File: src/rtl/rf_write_arbiter.sv
`default_nettype none
// rf_write_arbiter: shares the register-file write port between WB and an out-of-order
// multi-cycle unit, and tracks in-flight multi-cycle destinations in a busy scoreboard.
module rf_write_arbiter #(
  parameter int DEPTH        = 2,
  parameter int STARVE_LIMIT = 4
) (
  input  logic        clk,
  input  logic        rst_n,
  input  logic        wb_we,
  input  logic [4:0]  wb_addr,
  input  logic [31:0] wb_data,
  output logic        wb_stall,
  input  logic        mc_valid,
  output logic        mc_ready,
  input  logic [4:0]  mc_addr,
  input  logic [31:0] mc_data,
  input  logic        issue_valid,
  input  logic [4:0]  issue_rd,
  input  logic [4:0]  rs1Addr,
  input  logic [4:0]  rs2Addr,
  output logic        rs1_busy,
  output logic        rs2_busy,
  output logic        rd_busy,
  output logic        RegWrite,
  output logic [4:0]  WriteAddr,
  output logic [31:0] WriteData
);

  localparam int AW = (DEPTH > 1) ? $clog2(DEPTH) : 1;
  localparam int CW = AW + 1;
  localparam logic [CW-1:0] FULL_CNT   = CW'(DEPTH);
  localparam logic [3:0]    STARVE_CNT = 4'(STARVE_LIMIT);

  logic [4:0]    fifo_addr_q [DEPTH];
  logic [31:0]   fifo_data_q [DEPTH];
  logic [AW-1:0] wr_ptr_q, wr_ptr_d;
  logic [AW-1:0] rd_ptr_q, rd_ptr_d;
  logic [CW-1:0] count_q, count_d;
  logic [31:0]   busy_q, busy_d;
  logic [3:0]    cnt_q, cnt_d;

  logic          w_fifo_empty;
  logic          w_fifo_full;
  logic          w_wb_req;
  logic          w_push;
  logic          w_pop;
  logic [4:0]    w_head_addr;
  logic [31:0]   w_head_data;

  assign w_fifo_empty = (count_q == '0);
  assign w_fifo_full  = (count_q == FULL_CNT);
  assign w_head_addr  = fifo_addr_q[rd_ptr_q];
  assign w_head_data  = fifo_data_q[rd_ptr_q];

  // Stall depends on registered state only, so it has no input-to-output path.
  assign wb_stall = (cnt_q == STARVE_CNT);
  assign mc_ready = !w_fifo_full;

  assign w_wb_req = wb_we && (wb_addr != 5'd0) && !wb_stall;
  assign w_pop    = !w_wb_req && !w_fifo_empty;
  // A zero-destination result is handshaken but never stored.
  assign w_push   = mc_valid && !w_fifo_full && (mc_addr != 5'd0);

  assign rs1_busy = busy_q[rs1Addr];
  assign rs2_busy = busy_q[rs2Addr];
  assign rd_busy  = busy_q[issue_rd];

  always_comb begin
    RegWrite  = 1'b0;
    WriteAddr = 5'd0;
    WriteData = 32'd0;
    if (w_wb_req) begin
      RegWrite  = 1'b1;
      WriteAddr = wb_addr;
      WriteData = wb_data;
    end else if (w_pop) begin
      RegWrite  = 1'b1;
      WriteAddr = w_head_addr;
      WriteData = w_head_data;
    end
  end

  always_comb begin
    wr_ptr_d = w_push ? wr_ptr_q + AW'(1) : wr_ptr_q;
    rd_ptr_d = w_pop  ? rd_ptr_q + AW'(1) : rd_ptr_q;
    count_d  = count_q;
    case ({w_push, w_pop})
      2'b10:   count_d = count_q + CW'(1);
      2'b01:   count_d = count_q - CW'(1);
      default: count_d = count_q;
    endcase
  end

  // Clear before set so a same-cycle set of the popped register wins.
  always_comb begin
    busy_d = busy_q;
    if (w_pop) begin
      busy_d[w_head_addr] = 1'b0;
    end
    if (issue_valid && (issue_rd != 5'd0)) begin
      busy_d[issue_rd] = 1'b1;
    end
    busy_d[0] = 1'b0;
  end

  always_comb begin
    cnt_d = 4'd0;
    if (!w_fifo_empty && w_wb_req) begin
      cnt_d = cnt_q + 4'd1;
    end
  end

  always_ff @(posedge clk or negedge rst_n) begin
    if (!rst_n) begin
      wr_ptr_q <= '0;
      rd_ptr_q <= '0;
      count_q  <= '0;
      busy_q   <= '0;
      cnt_q    <= 4'd0;
    end else begin
      wr_ptr_q <= wr_ptr_d;
      rd_ptr_q <= rd_ptr_d;
      count_q  <= count_d;
      busy_q   <= busy_d;
      cnt_q    <= cnt_d;
    end
  end

  // Payload storage needs no reset; validity is carried by the pointers and count.
  always_ff @(posedge clk) begin
    if (w_push) begin
      fifo_addr_q[wr_ptr_q] <= mc_addr;
      fifo_data_q[wr_ptr_q] <= mc_data;
    end
  end

endmodule
`default_nettype wire

File: config.mk
export PLATFORM = sky130hd
export DESIGN_NAME = rf_write_arbiter
export DESIGN_NICKNAME = d
export VERILOG_FILES = /design/src/rtl/rf_write_arbiter.sv
export SDC_FILE = /design/constraint.sdc
export NUM_CORES = 1
export LEC_CHECK = 0
export ABC_AREA = 1
export BUFFER_PORTS_ARGS = -buffer_cell sky130_fd_sc_hd__buf_2
export CORE_MARGIN = 4
export CORE_UTILIZATION = 38
export DETAILED_ROUTE_END_ITERATION = 8
export SYNTH_ARGS = -nofsm -noshare
export SYNTH_HDL_FRONTEND = slang
export SYNTH_SLANG_ARGS = --single-unit
File: constraint.sdc
create_clock -name clk -period 2.4 [get_ports clk]
set_input_delay 0 -clock clk [delete_from_list [all_inputs] [get_ports clk]]
set_output_delay 0 -clock clk [all_outputs]
set_load 0.005 [all_outputs]
# [Yosys cells after proc, flatten, opt, wreduce, memory -nomap -nowiden]
# Memories as Yosys holds them, arrays and structs flattened.
# Cells that the tools add are included.
[classes] add_sub_neg=5 multipliers=0 div_mod_pow=0 n_lt_le_gt_ge=6 n_eq_ne=4 n_shift=0 mux=22 n_bitwise=3 n_reduce_logical=18
[ops] cell="$mux W32" count=4
[ops] cell="$and A32 B32 Y32" count=1
[ops] cell="$not A32 Y32" count=1
[ops] cell="$or A32 B32 Y32" count=1
[ops] cell="$lt A5 B6 Y1 const B" count=4
[ops] cell="$bmux W1 S5" count=3
[ops] cell="$reduce_bool A5 Y1" count=3
[ops] cell="$demux W1 S5" count=2
[ops] cell="$ge A5 B1 Y1 const B" count=2
[ops] cell="$mux W5" count=2
[ops] cell="$logic_and A1 B1 Y1" count=9
[ops] cell="$mux W1" count=9
[ops] cell="$add A4 B1 Y4 const B" count=1
[ops] cell="$eq A2 B2 Y1 const B" count=2
[ops] cell="$eq A4 B3 Y1 const B" count=1
[ops] cell="$logic_not A1 Y1" count=4
[ops] cell="$mux W4" count=1
[ops] cell="$pmux W2 S2" count=1
[ops] cell="$add A1 B1 Y1 const B" count=2
[ops] cell="$add A2 B1 Y2 const B" count=1
[ops] cell="$eq A2 B1 Y1 const B" count=1
[ops] cell="$logic_not A2 Y1" count=1
[ops] cell="$reduce_bool A2 Y1" count=1
[ops] cell="$sub A2 B1 Y2 const B" count=1
[totals] register_bits=39 latch_bits=0 ram_bits=74 romBits=0 input_bits=94 out_inout_bits=43 memories=2
[memory_table] name="fifo_data_q" depth=2 word_bits=32 rd=1 rd_clocked_by_memory_dff=0 write_ports=1 line="36" rtl="logic [31:0] fifo_data_q [DEPTH];"
[memory_table] name="fifo_addr_q" depth=2 word_bits=5 rd=1 rd_clocked_by_memory_dff=0 write_ports=1 line="35" rtl="logic [4:0] fifo_addr_q [DEPTH];"

# [Logic depth before layout (Yosys ltp)]
# Gate-level depths: netlist of run 1.
# An unclocked memory read counts as a cell.
[depth] ltp_word=10 mapped_depth=13 mapped_depth_nobuf=12

# [Worst setup path before layout of run 1]
# No wires, ideal clock.
[synth_timing] path_kind="reg2reg" from="reg count_q[0]" to="mem fifo_addr_q[0][0], enable pin" setup_ns=0.431 arrival_time_ns=2.254 required_ns=1.969 slack_ns=-0.286 path_stages_with_launch=5 n_path_buf=0 path_cell_list="dfrtp_1 > inv_1 > nand2_1 > nand3_1 > nor2_1"
[synth_via] elab_chain_len=6
[synth_lines] element="start: declaration" line="39" rtl="logic [CW-1:0] count_q, count_d;"
[synth_lines] element="start signal: assignment" line="124" rtl="count_q <= count_d;"
[synth_lines] element="$eq A2 B2 Y1" line="52" rtl="assign w_fifo_full = (count_q == FULL_CNT);"
[synth_lines] element="$logic_not A1 Y1"
[synth_lines] element="net mc_ready" line="15" rtl="output logic mc_ready,"
[synth_lines] element="$logic_and A1 B1 Y1 (2 in series)" line="63" rtl="assign w_push = mc_valid && !w_fifo_full && (mc_addr != 5'd0);"
[synth_lines] element="$mux W1" line="132" rtl="if (w_push) begin"
[synth_lines] element="$mux W1 (implied by the code)" line="133" rtl="fifo_addr_q[wr_ptr_q] <= mc_addr;"
[synth_lines] element="end: declaration" line="35"
# The timed path passes the listed nets, and every way through them passes these cells.

# [Worst setup path after layout of run 1]
[layout_timing] from="reg cnt_q[0]" to="out WriteAddr[1]"
[layout_via] elab_chain_len=7
[layout_lines] element="start: declaration" line="41" rtl="logic [3:0] cnt_q, cnt_d;"
[layout_lines] element="start signal: assignment" line="126" rtl="cnt_q <= cnt_d;"
[layout_lines] element="$eq A4 B3 Y1 (*)" line="57" rtl="assign wb_stall = (cnt_q == STARVE_CNT);"
[layout_lines] element="$logic_not A1 Y1 (*)" line="60" rtl="assign w_wb_req = wb_we && (wb_addr != 5'd0) && !wb_stall;"
[layout_lines] element="$logic_and A1 B1 Y1 (*)" line="60"
[layout_lines] element="$logic_not A1 Y1" line="61" rtl="assign w_pop = !w_wb_req && !w_fifo_empty;"
[layout_lines] element="$logic_and A1 B1 Y1" line="61"
[layout_lines] element="$mux W5" line="77" rtl="end else if (w_pop) begin"
[layout_lines] element="$mux W5 (*)" line="73" rtl="if (w_wb_req) begin"
[layout_lines] element="end: declaration" line="26" rtl="output logic [4:0] WriteAddr,"
# Mark *: on every way between the ends. The rest lies on a longest branch, timed or not.

==> flow_summary_export.csv, run 1 <==
group,metric,value,unit
grt,grt_pass1_wl,27000,µm
timing,post-route-period-util,0.897,
layout,syn2layout_area_growth,31.6,%
synth,yosysWarningCount,0,
grt,antenna_found_initial,0,
floorplan,coreArea,15800,µm²
grt,overflow,0,
worst_hold_path,hp-class,"primary input to register",
timing,tightest_slew,0.895,ns
critical_path,start_kind,"register",
floorplan,die_area,18100,µm²
grt,track_usage,0.190,
layout,final_nets,1076,
timing,skew,0.00490,ns
detailed_routing,antenna_left,0,
timing,slew_headroom,0.404,
timing,min_period,2.15,ns
synth,synthDistinctLibCells,28,
clock_tree,cts.sinks,113,
grt,grt_max_degree,40,
critical_path,arrival,2.15,ns
detailed_routing,post-route-drc-count,0,
critical_path,r2r_slack,0.41,ns
critical_path,cpMaxStageDelayCell,"dfrtp_1",
worst_hold_path,min_delay_path_depth,5,
floorplan,initial_core_util,0.386,
layout,final_area,8030,µm²
timing,rsz0062_at_grt,"false",
detailed_routing,drtPass1Iterations,4,
critical_path,crit_top_cell,"nand2_1",
pwr,ir_drop,0.525,mV
clock_tree,post_cts_buffers,0,
critical_path,crit_chain,"inv_1 -> ha_1 -> nand2_1 -> nor2_2 -> nor2_1 -> nand2_2 -> nand2_1 -> buf_6 -> o21ai_0 -> buf_2",
layout,layout_common_cells,"nand2_1 (442), buf_2 (136), edfxtp_1 (74)",
synth,synth_area_leader_cell,"edfxtp_1",
synth,netlist.area_leader.share,0.364,
critical_path,max_stage_delay,0.39,ns
pwr,totalPowerFinal,0.00865,W
synth,syn_nets,899,
critical_path,cp-end-kind,"output pin",
placed_design,portBuffers,136,
detailed_routing,drt-total-wl,16900,µm
clock_tree,tritoncts,"done",
run,cap_violations,0,
placed_design,dp_hpwl,12100,µm
timing,whs,0.0310,ns
outcome,status,"completed",
layout,stdcell_count,1208,
synth,syn_avg_cell_area,7.61,µm²
floorplan,die-height,135,µm
timing,finalHoldViolations,0,
detailed_routing,drt_iter0_drc,318,
critical_path,path_class,"register to output pin",
timing,max_freq,0.464,GHz
layout,antenna_cells,0,
clock_tree,h-tree-depth,4,
floorplan,ios,137,
placed_design,gp_congestion,0.901,
placed_design,dpl.cell_count,1136,
layout,drive_above_1_share,0.205,
synth,yosys-top-cells-area,"edfxtp_1 (36%), nand2_1 (27%), dfrtp_1 (16%), nand3_1 (5.6%), inv_1 (2.9%)",
placed_design,post_dp_cell_area,7030,µm²
grt,grt_pass1_vias,5348,
clock_tree,clock_tree.root_cell,"clkbuf_16",
synth,ys_seq_elements,113,
pwr,total_leakage_power,3.92,nW
detailed_routing,viasPerCell,4.71,
detailed_routing,num_vias,5689,
clock_tree,cts_buffer_depth,2,
floorplan,placementRows,46,
synth,synth_area,6100,µm²
timing,setup_viol,0,
clock_tree,numCtsBuffers,17,
clock_tree,clk_latency,0.41,ns
critical_path,cp.required,2.40,ns
timing,finalMaxSlewViolations,0,
synth,synth_cells,802,
synth,yosysSeqAreaShare,0.524,
detailed_routing,avgRoutedWirePerCell,14.0,µm
critical_path,ff2ff_path_depth,12,
clock_tree,clk_transition_reported_paths,0.06,ns
timing,fin_setup_tns,0,ns
critical_path,cp_max_fo,37,
pwr,power.density,1080,nW/µm²
floorplan,die_width,135,µm
layout,layout_commonest_cell,"nand2_1",
-- critical path: cells and delay by family (launching register included) --
kind	cells	cell delay, ns
buffers and inverters	3	0.51
AND/OR/NAND/NOR	5	0.51
flip-flops	1	0.39
adder cells (fa/ha/maj)	1	0.18
AO/OA/AOI/OAI	1	0.15
-- routing by layer --
metal | share of wire | routed length (µm) | vias to the layer above | global-route usage
met4 | 0.018 | 312 | 0 | 0.0707
met2 | 0.49 | 8250 | 156 | 0.314
li1 | - | - | 2905 | -
met3 | 0.059 | 992 | 30 | 0.0391
met1 | 0.44 | 7390 | 2598 | 0.246
met5 | 0 | 0 | - | 0
-- through the flow --
step / util / worst slack [ns]
finish: 0.507 / 0.246
floorplan: - / -0.286
CTS: 0.507 / 0.135
global placement: 0.444 / 0.479
global route: 0.507 / 0.0254
detailed placement: 0.444 / 0.435
-- cell usage after synthesis (all sizes together) --
| cell type | n |
|---|---|
| xor2 | 3 |
| edfxtp | 74 |
| clkinv | 2 |
| xnor2 | 3 |
| o21ai | 38 |
| clkbuf | 15 |
| nand3 | 68 |
| nor3 | 4 |
| dfrtp | 39 |
| nand4 | 1 |
| nand2 | 447 |
| inv | 50 |
| o22ai | 2 |
| a211oi | 1 |
| a21oi | 3 |
| ha | 3 |
| buf | 17 |
| nor2 | 32 |
-- final cells by class --
class	instances	area (µm²)
fill	1534	7800
sequential	113	3200
multi-input combinational	605	2570
timing repair buffer	190	1210
clock buffer	17	425
tap	216	270
inverter	52	198
clock inverter	15	159
-- kinds of logic after synthesis --
family,synth area share
AND/OR/NAND/NOR,0.364
flip-flops,0.524
XOR/XNOR,0.00861
AO/OA/AOI/OAI,0.0400
buffers and inverters,0.0574
adder cells (fa/ha/maj),0.00615
-- worst paths after layout --
path | start | end
max | cnt_q[0] | WriteAddr[1]
min | issue_rd[4] | busy_q[22]
max reg2reg | cnt_q[0] | count_q[1]
min reg2reg | cnt_q[0] | cnt_q[0]
max in group asynchronous | rst_n | busy_q[12]
min in group asynchronous | rst_n | busy_q[31]
-- flip-flops by register name, indices dropped and copies added (netlist names) --
| register | cells |
|---|---|
| busy_q | 31 |
| count_q | 2 |
| cnt_q | 4 |
| wr_ptr_q | 1 |
| fifo_addr_q | 10 |
| fifo_data_q | 64 |
| rd_ptr_q | 1 |
-- report_power, final --
| group | internal [W] | switching, W | leakage, nW |
|---|---|---|---|
| clock network | 0.00153 | 0.000927 | 0.282 |
| logic | 0.00108 | 0.00189 | 2.48 |
| registers | 0.00272 | 0.000498 | 1.16 |
| total | 0.00533 | 0.00332 | 3.92 |
-- timing repair --
action,in CTS,in global routing
hold buffers,40,0
endpoints found under the setup margin,0,11
hold endpoints to repair,121,0
gates resized for setup,0,3
(Power assumes the default switching activity.)
==> inputs of run 2 (changes only) <==
CTS_BUF_LIST = sky130_fd_sc_hd__clkbuf_8   (was default)
==> run 2 against run 1 <==
Compared with the run above: combinational power about the same; register-to-register slack improved by 0.07 ns; final cell count rose by 0.17%; sequential share of layout area grew 0.86 points; largest cell class unchanged; via count shrank 0.18%; clock power shrank 28%; global-route usage fell by 0.061 points; largest power group unchanged; sequential cell count unchanged.
==> flow_summary_export.csv, run 2 (synthesis gave the netlist of run 1 again) <==
group,metric,value,unit
grt,overflow,0,
clock_tree,cts_buffer_depth,2,
pwr,clkPwrFrac,0.224,
detailed_routing,met3WireLength,1040,µm
clock_tree,tritoncts,"done",
timing,rsz0062_at_grt,"false",
clock_tree,clk_latency,0.44,ns
worst_hold_path,hp-class,"primary input to register",
clock_tree,post_cts_buffers,0,
detailed_routing,routed.top_layer,"met4",
layout,antenna_cells,0,
pwr,power.density,1010,nW/µm²
pwr,swShare,0.406,
critical_path,ff2ff_path_depth,12,
detailed_routing,avgRoutedWirePerCell,14.0,µm
detailed_routing,drtPass1Iterations,7,
floorplan,coreArea,15800,µm²
layout,final_area,7860,µm²
timing,finalHoldViolations,0,
grt,grt_pass1_vias,5330,
layout,regArea,3200,µm²
timing,slew_headroom,0.405,
critical_path,cp_max_fo,37,
run,cap_violations,0,
clock_tree,numCtsBuffers,17,
layout,layout_commonest_cell,"nand2_1",
timing,whs,0.0636,ns
worst_hold_path,hold_start,"issue_rd[2]",
pwr,internal_power,0.00473,W
layout,syn2layout_area_growth,28.8,%
critical_path,crit_family,"buffers and inverters",
clock_tree,h-tree-depth,4,
layout,num-fill-cells,1559,
layout,top_regs,"fifo_data_q (64), busy_q (31), fifo_addr_q (10)",
grt,track_usage,0.189,
detailed_routing,antenna_left,0,
pwr,totalPowerFinal,0.00795,W
critical_path,path_class,"register to output pin",
placed_design,post_dp_cell_area,7030,µm²
pwr,p_switching,0.00323,W
floorplan,initial_core_util,0.386,
timing,skew,0.0132,ns
critical_path,crit_cells,10,
layout,final_nets,1078,
detailed_routing,drt-total-wl,16900,µm
placed_design,gp_congestion,0.901,
clock_tree,clk_transition_reported_paths,0.08,ns
critical_path,cp.required,2.40,ns
pwr,ir_drop,0.441,mV
critical_path,start_kind,"register",
floorplan,die_width,135,µm
timing,setup_viol,0,
layout,multi_input_area,2570,µm²
detailed_routing,drt_iter0_drc,354,
grt,grt_max_degree,40,
critical_path,critPathBufInv,3,
pwr,total_leakage_power,3.85,nW
timing,tightest_slew,0.893,ns
floorplan,die_area,18100,µm²
floorplan,placementRows,46,
clock_tree,clock_tree.root_cell,"clkbuf_8",
timing,max_freq,0.468,GHz
critical_path,max_stage_delay,0.40,ns
placed_design,dp_hpwl,12100,µm
timing,min_period,2.14,ns
clock_tree,cts.sinks,113,
detailed_routing,post-route-drc-count,0,
outcome,status,"completed",
layout,largest_register_ffs,64,
detailed_routing,wl_met2,8220,µm
critical_path,cp-end-kind,"output pin",
critical_path,cpMaxStageDelayCell,"dfrtp_1",
layout,utilization,0.497,
floorplan,die-height,135,µm
timing,post-route-period-util,0.891,
timing,finalMaxSlewViolations,0,
pwr,p_comb_frac,0.373,
critical_path,r2r_start,"cnt_q[0]",
critical_path,crit_start,"cnt_q[0]",
critical_path,crit_chain,"inv_1 -> ha_1 -> nand2_1 -> nor2_2 -> nor2_2 -> nand2_2 -> nand2_1 -> buf_6 -> o21ai_0 -> buf_2",
pwr,seq_power_share,0.403,
detailed_routing,num_vias,5679,
worst_hold_path,min_delay_path_depth,5,
detailed_routing,m1WireLength,7400,µm
critical_path,arrival,2.14,ns
grt,antenna_found_initial,0,
placed_design,portBuffers,136,
layout,drive_above_1_share,0.205,
floorplan,ios,137,
layout,largest-register,"fifo_data_q",
grt,grt_pass1_wl,26900,µm
layout,layout_common_cells,"nand2_1 (442), buf_2 (136), edfxtp_1 (74)",
detailed_routing,viasPerCell,4.69,
run 2: changes by cell type in the layout (fill, tap and decap cells not counted):
| cell | delta |
|---|---|
| clkbuf_8 | +17 |
| clkbuf_16 | -17 |
| nor2_1 | -1 |
| dlygate4sd3_1 | +2 |
| nor2_2 | +1 |
run 2: metal layers:
layer | global-route usage | vias to the layer above
met5 | 0 | -
met4 | 0.0662 | 0
met3 | 0.0387 | 18
met2 | 0.316 | 163
met1 | 0.245 | 2591
li1 | - | 2907
run 2: stage by stage:
| stage | setup slack (ns) | cells | TNS [ns] |
|---|---|---|---|
| 3_5_place_dp | 0.435 | 1136 | 0 |
| 6_report | 0.262 | 1210 | 0 |
| 2_1_floorplan | -0.286 | 802 | -21.13 |
| 4_1_cts | 0.0785 | 1210 | 0 |
| 3_3_place_gp | 0.479 | 1136 | 0 |
| 5_1_grt | 0.00810 | 1210 | 0 |
run 2: power by group through the flow:
stage	registers, W	logic [W]	clock network [W]
final	0.00321	0.00296	0.00178
after global placement	0.00323	0.00291	0
after CTS	0.00320	0.00299	0.00181
after floorplan	0.00305	0.00199	0
after global routing	0.00328	0.00338	0.00189
after detailed placement	0.00324	0.00293	0
run 2: final cells by class:
class / count / share of cell area
inverters: 52 / 0.0252
repair buffers: 192 / 0.156
flip-flops and latches: 113 / 0.407
multi-input cells: 605 / 0.327
well taps: 216 / 0.0344
clock buffers: 17 / 0.0298
clock inverters: 15 / 0.0202
run 2: path summary, 6_finish.rpt:
| check | to | slack, ns |
|---|---|---|
| worst max-delay path | WriteAddr[1] | 0.26 |
| min in group asynchronous | busy_q[28] | 0.20 |
| worst max register to register | count_q[1] | 0.48 |
| worst min-delay path | busy_q[7] | 0.06 |
| worst min register to register | cnt_q[0] | 0.50 |
| max in group asynchronous | busy_q[10] | 1.62 |
run 2: worst min-delay path, cell delays in order:
cell,delay [ns]
buf_2,0.16
nand2_1,0.11
nor2_1,0.09
nand2_1,0.06
nand2_1,0.04
run 2: repair_timing:
item | 4_1_cts | 5_1_grt
setup endpoints to repair | 0 | 37
hold endpoints to repair | 126 | 0
resized for setup | 0 | 4
hold buffers | 42 | 0
==> inputs of run 3 (changes only) <==
RECOVER_POWER = 25   (was default)
==> run 3 against run 2 <==
Compared with the run above: sequential share of layout area up 0.15 points; die area unchanged; hold slack worse by 0.0052 ns; largest power group unchanged; first-iteration DRC count is 5.1% lower; largest cell class unchanged; fmax decreased by 0.43%; via count barely moved; sequential power about the same.
==> flow_summary_export.csv, run 3 (synthesis gave the netlist of run 1 again) <==
group,metric,value,unit
clock_tree,clock_tree.root_cell,"clkbuf_8",
layout,largest_register_ffs,64,
grt,busiest_layer,"met2",
pwr,total_leakage_power,3.78,nW
grt,gr-usage-met3,0.0387,
layout,num-fill-cells,1571,
outcome,status,"completed",
critical_path,r2r_start,"cnt_q[0]",
critical_path,path_class,"register to output pin",
grt,overflow,0,
layout,layout_commonest_cell,"nand2_1",
detailed_routing,antenna_left,0,
timing,finalHoldViolations,0,
detailed_routing,avgRoutedWirePerCell,14.0,µm
critical_path,crit_family,"simple AND/OR/NAND/NOR gates",
clock_tree,cts_buffer_depth,2,
critical_path,crit_start,"cnt_q[0]",
clock_tree,clk_transition_reported_paths,0.08,ns
critical_path,critPathBufInv,4,
timing,min_period,2.15,ns
detailed_routing,drtPass1Iterations,5,
detailed_routing,num_vias,5677,
floorplan,initial_core_util,0.386,
placed_design,gp_congestion,0.901,
grt,grt_pass1_wl,26900,µm
critical_path,crit_top_cell,"nand2_1",
clock_tree,cts.sinks,113,
grt,track_usage,0.189,
layout,final_area,7830,µm²
clock_tree,clk_latency,0.44,ns
critical_path,cp_max_fo,32,
critical_path,start_kind,"register",
layout,drive_above_1_share,0.182,
timing,setup_viol,0,
floorplan,placementRows,46,
floorplan,ios,137,
clock_tree,tritoncts,"done",
clock_tree,post_cts_buffers,0,
pwr,power.density,1020,nW/µm²
placed_design,dp_hpwl,12100,µm
grt,grt_pass1_vias,5330,
placed_design,portBuffers,136,
timing,fin_setup_tns,0,ns
timing,finalMaxSlewViolations,0,
layout,largest-register,"fifo_data_q",
worst_hold_path,hp-class,"primary input to register",
timing,max_freq,0.466,GHz
layout,top_regs,"fifo_data_q (64), busy_q (31), fifo_addr_q (10)",
clock_tree,numCtsBuffers,17,
floorplan,die_area,18100,µm²
layout,syn2layout_area_growth,28.3,%
grt,gr-usage-met1,0.245,
run,cap_violations,0,
timing,whs,0.0584,ns
timing,slew_headroom,0.398,
timing,tightest_slew,0.903,ns
placed_design,post_dp_cell_area,7030,µm²
critical_path,cp.required,2.40,ns
layout,layout_common_cells,"nand2_1 (442), buf_2 (111), edfxtp_1 (74)",
detailed_routing,drt-total-wl,17000,µm
critical_path,cp-end-kind,"output pin",
layout,final_nets,1078,
floorplan,die-height,135,µm
timing,post-route-period-util,0.895,
grt,antenna_found_initial,0,
critical_path,crit_chain,"inv_1 -> ha_1 -> nand2_1 -> nor2_2 -> nor2_2 -> nand2_2 -> nand2_1 -> inv_1 -> buf_6 -> nand2_1 -> nand2_1 -> buf_2",
floorplan,die_width,135,µm
detailed_routing,drt_iter0_drc,336,
floorplan,coreArea,15800,µm²
pwr,totalPowerFinal,0.00796,W
layout,antenna_cells,0,
critical_path,max_stage_delay,0.42,ns
detailed_routing,post-route-drc-count,0,
clock_tree,h-tree-depth,4,
layout,regArea,3200,µm²
layout,multi_input_area,2570,µm²
critical_path,cpMaxStageDelayCell,"dfrtp_1",
worst_hold_path,hold_start,"issue_rd[2]",
critical_path,arrival,2.15,ns
detailed_routing,viasPerCell,4.69,
timing,rsz0062_at_grt,"false",
grt,use_met2,0.316,
timing,skew,0.0128,ns
pwr,ir_drop,0.437,mV
grt,grt_max_degree,40,
## run 3: worst reg2reg max path, delay by kind of cell (launching register included)
kind,cells,cell delay (ns)
buffers and inverters,2,0.13
flip-flops,1,0.40
XOR/XNOR,1,0.13
AND/OR/NAND/NOR,5,0.44
adder cells (fa/ha/maj),2,0.49
AO/OA/AOI/OAI,2,0.22
## run 3: per-layer routing
metal  vias to the layer above  part of all wire
met4                         0             0.014
met3                        17             0.055
li1                       2903                 -
met5                         -                 0
met2                       160              0.49
met1                      2597              0.44
## run 3: power breakdown
part | leakage, nW | switching (W) | internal, W
combinational | 2.42 | 0.00190 | 0.00107
sequential | 1.16 | 0.000496 | 0.00272
clock | 0.195 | 0.000847 | 0.000931
total | 3.78 | 0.00324 | 0.00472
## run 3: layout make-up
type                            count  share of cell area
Clock inverter                     15              0.0203
Clock buffer                       17              0.0299
Inverter                           52              0.0252
Multi-Input combinational cell    605               0.328
Timing Repair Buffer              192               0.153
Sequential cell                   113               0.408
Tap cell                          216              0.0345
## run 3: repair_timing
action | in CTS | in global routing
endpoints found under the setup margin | 0 | 37
hold buffers | 42 | 0
gates resized for setup | 0 | 4
hold endpoints to repair | 126 | 0
## run 3: final timing paths
kind	slack, ns	to	cells past startpoint
worst max register to register	0.47	count_q[1]	12
max in group asynchronous	1.61	busy_q[16]	2
worst max-delay path	0.25	WriteData[29]	12
worst min register to register	0.50	cnt_q[0]	1
worst min-delay path	0.06	busy_q[7]	5
min in group asynchronous	0.21	busy_q[28]	2
## run 3: per-stage QoR
step | util | std cells | setup slack (ns)
after floorplan | - | 802 | -0.286
after global placement | 0.444 | 1136 | 0.479
after detailed placement | 0.444 | 1136 | 0.435
after CTS | 0.496 | 1210 | 0.0785
after global routing | 0.495 | 1210 | 0.00810
final | 0.495 | 1210 | 0.253
